<file path="src/rtl/rv32_d_imm_encode.sv">
// RV32 instruction word builder: packs fields plus an immediate into I/S/B/J/U words,
// range-checks the immediate, and expands LI into LUI(+ADDI) over two output beats.
module rv32_d_imm_encode #(
    parameter bit LI_EN = 1'b1
) (
    input  logic        clk_i,
    input  logic        rst_i,
    input  logic        req_valid_i,
    output logic        req_ready_o,
    input  logic [2:0]  req_imm_src_i,
    input  logic [6:0]  req_opcode_i,
    input  logic [2:0]  req_funct3_i,
    input  logic [4:0]  req_rd_i,
    input  logic [4:0]  req_rs1_i,
    input  logic [4:0]  req_rs2_i,
    input  logic [31:0] req_imm_i,
    output logic        instr_valid_o,
    input  logic        instr_ready_i,
    output logic [31:0] instr_o,
    output logic        instr_err_o,
    output logic        instr_last_o
);

    localparam int unsigned XLEN  = 32;
    localparam int unsigned HI_W  = 20;
    localparam logic [6:0]  OP_LUI  = 7'b0110111;
    localparam logic [6:0]  OP_ADDI = 7'b0010011;

    localparam logic [2:0] SRC_I  = 3'b000;
    localparam logic [2:0] SRC_S  = 3'b001;
    localparam logic [2:0] SRC_B  = 3'b010;
    localparam logic [2:0] SRC_J  = 3'b011;
    localparam logic [2:0] SRC_U  = 3'b100;
    localparam logic [2:0] SRC_LI = 3'b101;

    typedef enum logic {
        IDLE,
        LI2
    } state_t;

    state_t            state_q;
    logic              valid_q;
    logic [XLEN-1:0]   instr_q;
    logic              err_q;
    logic              last_q;
    logic [XLEN-1:0]   pend_q;

    logic [XLEN-1:0]   enc_word;
    logic              enc_err;
    logic              enc_last;
    logic              enc_two;
    logic [XLEN-1:0]   enc_pend;
    logic [HI_W-1:0]   li_hi;
    logic              fits12;

    logic [31:0] imm;
    assign imm = req_imm_i;

    // Immediate fits a sign-extended 12-bit field.
    assign fits12 = (imm[31:11] == {21{imm[11]}});

    always_comb begin
        enc_word = '0;
        enc_err  = 1'b0;
        enc_last = 1'b1;
        enc_two  = 1'b0;
        enc_pend = '0;
        li_hi    = '0;
        case (req_imm_src_i)
            SRC_I: begin
                enc_word = {imm[11:0], req_rs1_i, req_funct3_i, req_rd_i, req_opcode_i};
                enc_err  = !fits12;
            end
            SRC_S: begin
                enc_word = {imm[11:5], req_rs2_i, req_rs1_i, req_funct3_i, imm[4:0], req_opcode_i};
                enc_err  = !fits12;
            end
            SRC_B: begin
                enc_word = {imm[12], imm[10:5], req_rs2_i, req_rs1_i, req_funct3_i,
                            imm[4:1], imm[11], req_opcode_i};
                enc_err  = imm[0] || (imm[31:12] != {20{imm[12]}});
            end
            SRC_J: begin
                enc_word = {imm[20], imm[10:1], imm[11], imm[19:12], req_rd_i, req_opcode_i};
                enc_err  = imm[0] || (imm[31:20] != {12{imm[20]}});
            end
            SRC_U: begin
                enc_word = {imm[31:12], req_rd_i, req_opcode_i};
                enc_err  = (imm[11:0] != 12'd0);
            end
            SRC_LI: begin
                if (LI_EN) begin
                    if (fits12) begin
                        enc_word = {imm[11:0], 5'd0, 3'b000, req_rd_i, OP_ADDI};
                    end else begin
                        // ADDI sign-extends its immediate, so round the upper part up when bit 11 is set.
                        li_hi    = imm[31:12] + HI_W'(imm[11]);
                        enc_word = {li_hi, req_rd_i, OP_LUI};
                        if (imm[11:0] != 12'd0) begin
                            enc_last = 1'b0;
                            enc_two  = 1'b1;
                            enc_pend = {imm[11:0], req_rd_i, 3'b000, req_rd_i, OP_ADDI};
                        end
                    end
                end else begin
                    enc_err = 1'b1;
                end
            end
            default: begin
                enc_err = 1'b1;
            end
        endcase
    end

    assign req_ready_o   = !rst_i && (state_q == IDLE) && (!valid_q || instr_ready_i);
    assign instr_valid_o = valid_q;
    assign instr_o       = instr_q;
    assign instr_err_o   = err_q;
    assign instr_last_o  = last_q;

    // Output register and IDLE/LI2 sequencing.
    always_ff @(posedge clk_i) begin
        if (rst_i) begin
            state_q <= IDLE;
            valid_q <= 1'b0;
            instr_q <= '0;
            err_q   <= 1'b0;
            last_q  <= 1'b0;
            pend_q  <= '0;
        end else begin
            case (state_q)
                IDLE: begin
                    if (req_valid_i && req_ready_o) begin
                        valid_q <= 1'b1;
                        instr_q <= enc_word;
                        err_q   <= enc_err;
                        last_q  <= enc_last;
                        if (enc_two) begin
                            pend_q  <= enc_pend;
                            state_q <= LI2;
                        end
                    end else if (instr_ready_i) begin
                        valid_q <= 1'b0;
                    end
                end
                LI2: begin
                    if (!valid_q || instr_ready_i) begin
                        valid_q <= 1'b1;
                        instr_q <= pend_q;
                        err_q   <= 1'b0;
                        last_q  <= 1'b1;
                        state_q <= IDLE;
                    end
                end
            endcase
        end
    end

endmodule
</file>
<file path="config.mk">
export PLATFORM = sky130hd
export DESIGN_NAME = rv32_d_imm_encode
export DESIGN_NICKNAME = d
export VERILOG_FILES = /design/src/rtl/rv32_d_imm_encode.sv
export SDC_FILE = /design/constraint.sdc
export NUM_CORES = 1
export LEC_CHECK = 0
export ABC_AREA = 1
export CAP_MARGIN = 0
export CORE_MARGIN = 1.5
export CORE_UTILIZATION = 44
export DETAILED_ROUTE_END_ITERATION = 12
export PLACE_DENSITY = 0.74
export SKIP_CTS_REPAIR_TIMING = 1
export SYNTH_ARGS = -nofsm -noshare
export SYNTH_HDL_FRONTEND = slang
export SYNTH_SLANG_ARGS = --single-unit
</file>
<file path="constraint.sdc">
create_clock -name clk_i -period 1.6 [get_ports clk_i]
set_input_delay 0.32 -clock clk_i [delete_from_list [all_inputs] [get_ports clk_i]]
set_output_delay 0.32 -clock clk_i [all_outputs]
set_load 0.005 [all_outputs]
</file>
=== Yosys cells after proc, flatten, opt, wreduce, memory -nomap -nowiden ===
Index checks and enable logic that the tools add are counted.

* Equal/unequal tests: 11
* Reduce and logical (&&, ||, !) cells: 15
* Muxes and demuxes: 28
* Add/subtract/negate cells: 1
* Bitwise logic cells: 1

{| class="wikitable"
|+ Operators with widths
! operator !! number
|-
| 2-to-1 mux 32 bit || 6
|-
| case mux 32 bit (6 select lines) || 1
|-
| case mux 32 bit (2 select lines) || 1
|-
| adder 20 x 1 -> 20 bit || 1
|-
| equality test 20 bit || 1
|-
| != test 19 bit || 1
|-
| 2-to-1 mux 1 bit || 15
|-
| nonzero test 12 bit || 1
|-
| != test 11 bit || 1
|-
| case mux 1 bit (2 select lines) || 4
|-
| equality test 3 x 2 -> 1 bit, second input constant || 2
|-
| equality test 3 bit, second input constant || 2
|-
| case mux 1 bit (5 select lines) || 1
|-
| != test 2 x 1 -> 1 bit, second input constant || 2
|-
| AND reduction 2 bit || 2
|-
| equality test 3 x 1 -> 1 bit, second input constant || 1
|-
| logical AND 1 bit || 3
|-
| zero test 1 bit || 3
|-
| zero test 3 bit || 1
|-
| logical OR 1 bit || 3
|-
| != test 3 x 2 -> 1 bit, second input constant || 1
|-
| AND reduction 3 bit || 1
|-
| OR reduction 2 bit || 1
|-
| inverter 1 bit || 1
|}

* Register bits: 68
* Output and inout port bits: 36
* Word-level logic and storage cells: 62

=== Logic depth before layout (Yosys ltp) ===
* Depth in word-level cells: 7
* Depth in mapped cells: 13

=== Worst setup path before layout ===
OpenSTA, ideal clock, no wires.

* Kind: input -> register
* From: input req_imm_i[11]
* To: register instr_q[21] (netlist: instr_o[21])
* Path buffers: 0
* Stages on the path: 11
* Path slack: 0.086 ns
* Data arrival time: 1.392 ns
* Library setup time: 0.122 ns
* Cell sequence: ha_1 nand3_1 inv_1 nand2_1 nor2_1 xor2_1 nand2_1 nand3_1 nand2_1 nand2_1 a21oi_2

* Longest elaborated chain between the ends: 5

{| class="wikitable"
|+ Ends and longest elaborated chain
! element !! line !! text
|-
| from (decl) || 16 || <nowiki>input logic [31:0] req_imm_i,</nowiki>
|-
| adder 20 x 1 -> 20 bit or equality test 20 bit (tied branches) || 97, 60 ||
|-
| 2-to-1 mux 32 bit * || 93 || <nowiki>if (fits12) begin</nowiki>
|-
| case mux 32 bit (6 select lines) * || 69 || <nowiki>case (req_imm_src_i)</nowiki>
|-
| 2-to-1 mux 32 bit * || 133 || <nowiki>if (req_valid_i && req_ready_o) begin</nowiki>
|-
| case mux 32 bit (2 select lines) * || 131 || <nowiki>case (state_q)</nowiki>
|-
| to (signal assigned) || 135 || <nowiki>instr_q <= enc_word;</nowiki>
|-
| to (signal assigned) || 149 || <nowiki>instr_q <= pend_q;</nowiki>
|-
| to (decl) || 43 || <nowiki>logic [XLEN-1:0] instr_q;</nowiki>
|}

Mark *: on every way between the ends. The rest lies on a longest branch, timed or not. The select of a mux whose other input is x is not followed.
A chain may end at the register's enable or synchronous reset.

=== Worst setup path after layout ===
* From: register valid_q (netlist: instr_valid_o)
* To: output req_ready_o

* Longest elaborated chain between the ends: 3

{| class="wikitable"
|+ Ends and longest elaborated chain
! element !! line !! text
|-
| from (decl) || 42 || <nowiki>logic valid_q;</nowiki>
|-
| from (signal assigned) || 125 || <nowiki>valid_q <= 1'b0;</nowiki>
|-
| from (signal assigned) || 134 || <nowiki>valid_q <= 1'b1;</nowiki>
|-
| from (signal assigned) || 143 || <nowiki>valid_q <= 1'b0;</nowiki>
|-
| zero test 1 bit || 115 || <nowiki>assign req_ready_o = !rst_i && (state_q == IDLE) && (!valid_q || instr_ready_i);</nowiki>
|-
| logical OR 1 bit || 115 ||
|-
| logical AND 1 bit || 115 ||
|-
| to (decl) || 9 || <nowiki>output logic req_ready_o,</nowiki>
|}

Every way passes these cells.

==> results.md <==
GRT:
- The met2 routing resource usage after global routing is 0.4964.
- The met3 routing resource usage after global routing is 0.05097.
- Summed over all layers, the global routing overflow is 0.
- The initial antenna violation count is 0.
- The met1 global-route usage is 0.3882.
- The peak-usage layer in the global routing report is met2.
- The via count of the first global-routing pass came to 4494.
- The overall fraction of global-route tracks in use is 0.2996.
- The first global-routing pass estimated ~21 mm of wire.
- The largest net degree at the start of global routing is 38.

Worst setup path:
- The critical path buffer and inverter count is 3.
- The critical path startpoint category is a register.
- The depth of the worst register-to-register path is 9.
- The maximum net fanout on the critical path is 2.
- The data arrival time of the critical path is about 1200 ps.
- The critical path goes through inv_1 > nor2_1 > nor3_2 > buf_4 > dlymetal6s2s_1.
- The data required time of the critical path is ~1300 ps.
- The worst setup path is of the reg -> out kind.
- The delay of the slowest critical-path stage is 340 ps.
- The sort of element at the end of the critical path is an output pin.
- The register-to-register setup slack is about 70 ps.
- Counting buffers and inverters, the worst setup path is 5 cells deep.
- The kind of cell with the highest combined delay along the critical path is flip-flops.
- The largest individual stage delay along the critical path comes from the cell sky130_fd_sc_hd__dfxtp_1.

Synth:
- Summed over all instances, the cell type with the most area after synthesis is sky130_fd_sc_hd__dfxtp_1.
- The proportion of register bits with asynchronous set or reset after synthesis is 0.
- The count of different cell masters after synthesis is 32.
- In this run the mean area of a mapped cell was 6.153 um2.
- For this run, the leading register cell type out of synthesis is sky130_fd_sc_hd__dfxtp_1.
- The count of synthesis-stage warnings from yosys is 0.
- Counting every net in the synthesized netlist gives 663.
- Counting instances in the post-synthesis netlist gives the leading cell types as 160 x sky130_fd_sc_hd__nand2_1, 71 x sky130_fd_sc_hd__inv_1, 56 x sky130_fd_sc_hd__nor2_1.
- The library cell with the highest instance count after synthesis is sky130_fd_sc_hd__nand2_1.
- By area the synthesized netlist is led by sky130_fd_sc_hd__dfxtp_1 29%, sky130_fd_sc_hd__nand2_1 16%, sky130_fd_sc_hd__nand3_1 7.5%.
- The post-synthesis register bit count is 54.
- The share of the Yosys chip area taken by registers is 0.2948.
- Yosys mapped a number of flops with a built-in enable equal to 0.
- The post-synthesis instance total is between 500 and 600.
- The share of synthesized area in the top cell type comes to 0.2948.
- The synthesized netlist occupies a cell area of 0.003667 mm2.

Cells and area:
- At the end of the flow the core is filled with cells to 0.7088.
- The non-filler instance count after layout is around 900.
- The number of inserted diodes is 0.
- In the final layout, the share of cells above drive strength 1 is 0.2298.
- The area growth from synthesis to final layout is 57.22%.
- The layout net count is about 860.

Floorplanning:
- For this design the top-level I/O count stands at 100.
- The floorplan die area is approximately 0.0089 mm2.
- For this configuration, the core starts out at a cell density of 0.4509.
- The floorplan step set the die height to between 90 and 100 um.
- The number of rows in the core area is 33.
- The die width is 94.30 um.
- The floorplan core area is a little over 0.008 mm2.

Routing:
- In the routed design, unresolved DRC markers number 0.
- Dividing the detail-routed via count by the number of cells gives about 5.2.
- In this run the remaining antenna-violating nets after routing total 0.
- The routed design has ~13 mm of wire.
- After detailed routing, the average wire length per cell comes to about 15 um.
- Detailed routing inserted a total of 4689 vias.
- The detailed router finished its first iteration with around 280 violations.
- The pre-antenna-repair detailed-routing pass consisted of 5 iterations.

Clock tree:
- The master cell of the clock root buffer is sky130_fd_sc_hd__clkbuf_8.
- The clock latency on the worst-skew pair is ~320 ps.
- The deepest level of the CTS H-tree is 2.
- The maximum buffer depth of the clock tree is 2.
- Clock tree synthesis inserted a total of 5 buffers.
- The clock drives 54 sinks.
- The clock transition at the registers of the reported paths is ~110 ps.
- The clock tree from TritonCTS is yes.

Power and ir drop:
- The worst-case IR drop observed on VDD is approximately 340 uV.
- The completed layout was analyzed and its total power is roughly 0.0035 W.
- The total leakage power is roughly 2.8 nW.
- The cell area power density is just over 600 mW/mm2.

Flow run:
- The number of maximum-capacitance violations is 0.

Outcome:
- The flow ran to the end, and the final reports show no timing, DRC or antenna violations.

STA:
- Setup violations remaining at the end of the flow were counted as 0.
- In the finished design, the share of the clock period the worst path needs comes to 0.9746.
- The measured slew at the worst slew-check pin is 382.3 ps.
- The shortest period the worst path allows is ~1600 ps.
- The final count of pins violating max slew is 0.
- The total count of hold-check failures in the final report was 0.
- The worst clock skew on the final layout is 13.24 ps.
- The achievable frequency is 641.3 MHz.
- Headroom to the max-slew limit came out at 0.7425.

Worst hold path:
- The path category of the worst min-delay check is in -> reg.
- The number of cells on the worst hold path is 5.

Placed design:
- The placer's final routability congestion estimate is approximately 0.91.
- The cell count after placement is between 800 and 900.
- The half-perimeter wire length after placement is a little over 10 mm.
- Input and output buffers added on the ports amount to 99.
==> routing by layer <==
layer	share of wire	routed length, um
met1	0.44	5863
met2	0.46	6022
met3	0.073	960
met4	0.029	383
met5	0	0
==> placed cells by master, fill, tap and decap left out, drive strengths merged, types with 5 or more instances in the layout <==
cell type      instances
o22ai                  7
nand3                 55
xor2                  12
clkbuf                16
a21oi                 60
nor3                   5
nor2                  59
inv                   74
o21ai                 59
dfxtp                 54
buf                  111
dlymetal6s2s          18
clkdlybuf4s50         72
nand2                165
==> power breakdown <==
part           total (W)  internal, W  leakage (nW)  switching (W)
Clock           0.000996     0.000516        0.0618       0.000480
Combinational    0.00105     0.000537          2.28       0.000513
Sequential       0.00145      0.00141         0.441      0.0000345
Total            0.00349      0.00247          2.78        0.00103
==> area by class of cell <==
cell class | count | area, um2
clock buffers | 6 | 82.58
clock inverters | 2 | 38.79
multi-input cells | 445 | 2255
fillers | 694 | 2369
well taps | 105 | 131.4
flip-flops and latches | 54 | 1081
repair buffers | 211 | 1894
inverters | 74 | 282.8
==> through the flow <==
stage               area (um2)  setup TNS (ps)  hold WS (ps)  worst slack [ps]
detailed placement        5503          -27500         438.8            -659.3
global placement          5503          -26870         427.2            -642.3
CTS                       5624          -10100         453.7            -342.9
floorplan                 3667               0         389.1             86.36
finish                    5766               0         450.6             40.62
global route              5766          -358.9         478.6            -40.79
==> state kept, by name, indices dropped and copies added, names as in the netlist <==
signal and cells:
instr_valid_o 1, instr_o 32, pend_q 18, instr_err_o 1
instr_last_o 1, state_q 1
==> path summary, 6_finish.rpt <==
kind / start / to
min: instr_ready_i / state_q
min reg2reg: pend_q[27] / pend_q[27]
max reg2reg: instr_valid_o / pend_q[18]
max: instr_valid_o / req_ready_o
==> tightest hold or removal path: cells and delay by family <==
kind | cells | cell delay (ps)
AO/OA/AOI/OAI | 1 | 50
AND/OR/NAND/NOR | 2 | 130
buffers and inverters | 2 | 240
==> cell families after synthesis <==
kind of cell,count (synthesis),synth area share
adder cells (fa/ha/maj),3,0.01024
flip-flops,54,0.2948
buffers and inverters,97,0.1126
AND/OR/NAND/NOR,286,0.3286
AO/OA/AOI/OAI,143,0.2228
XOR/XNOR,13,0.03105
Note: power is estimated with default switching activity, not from simulation.
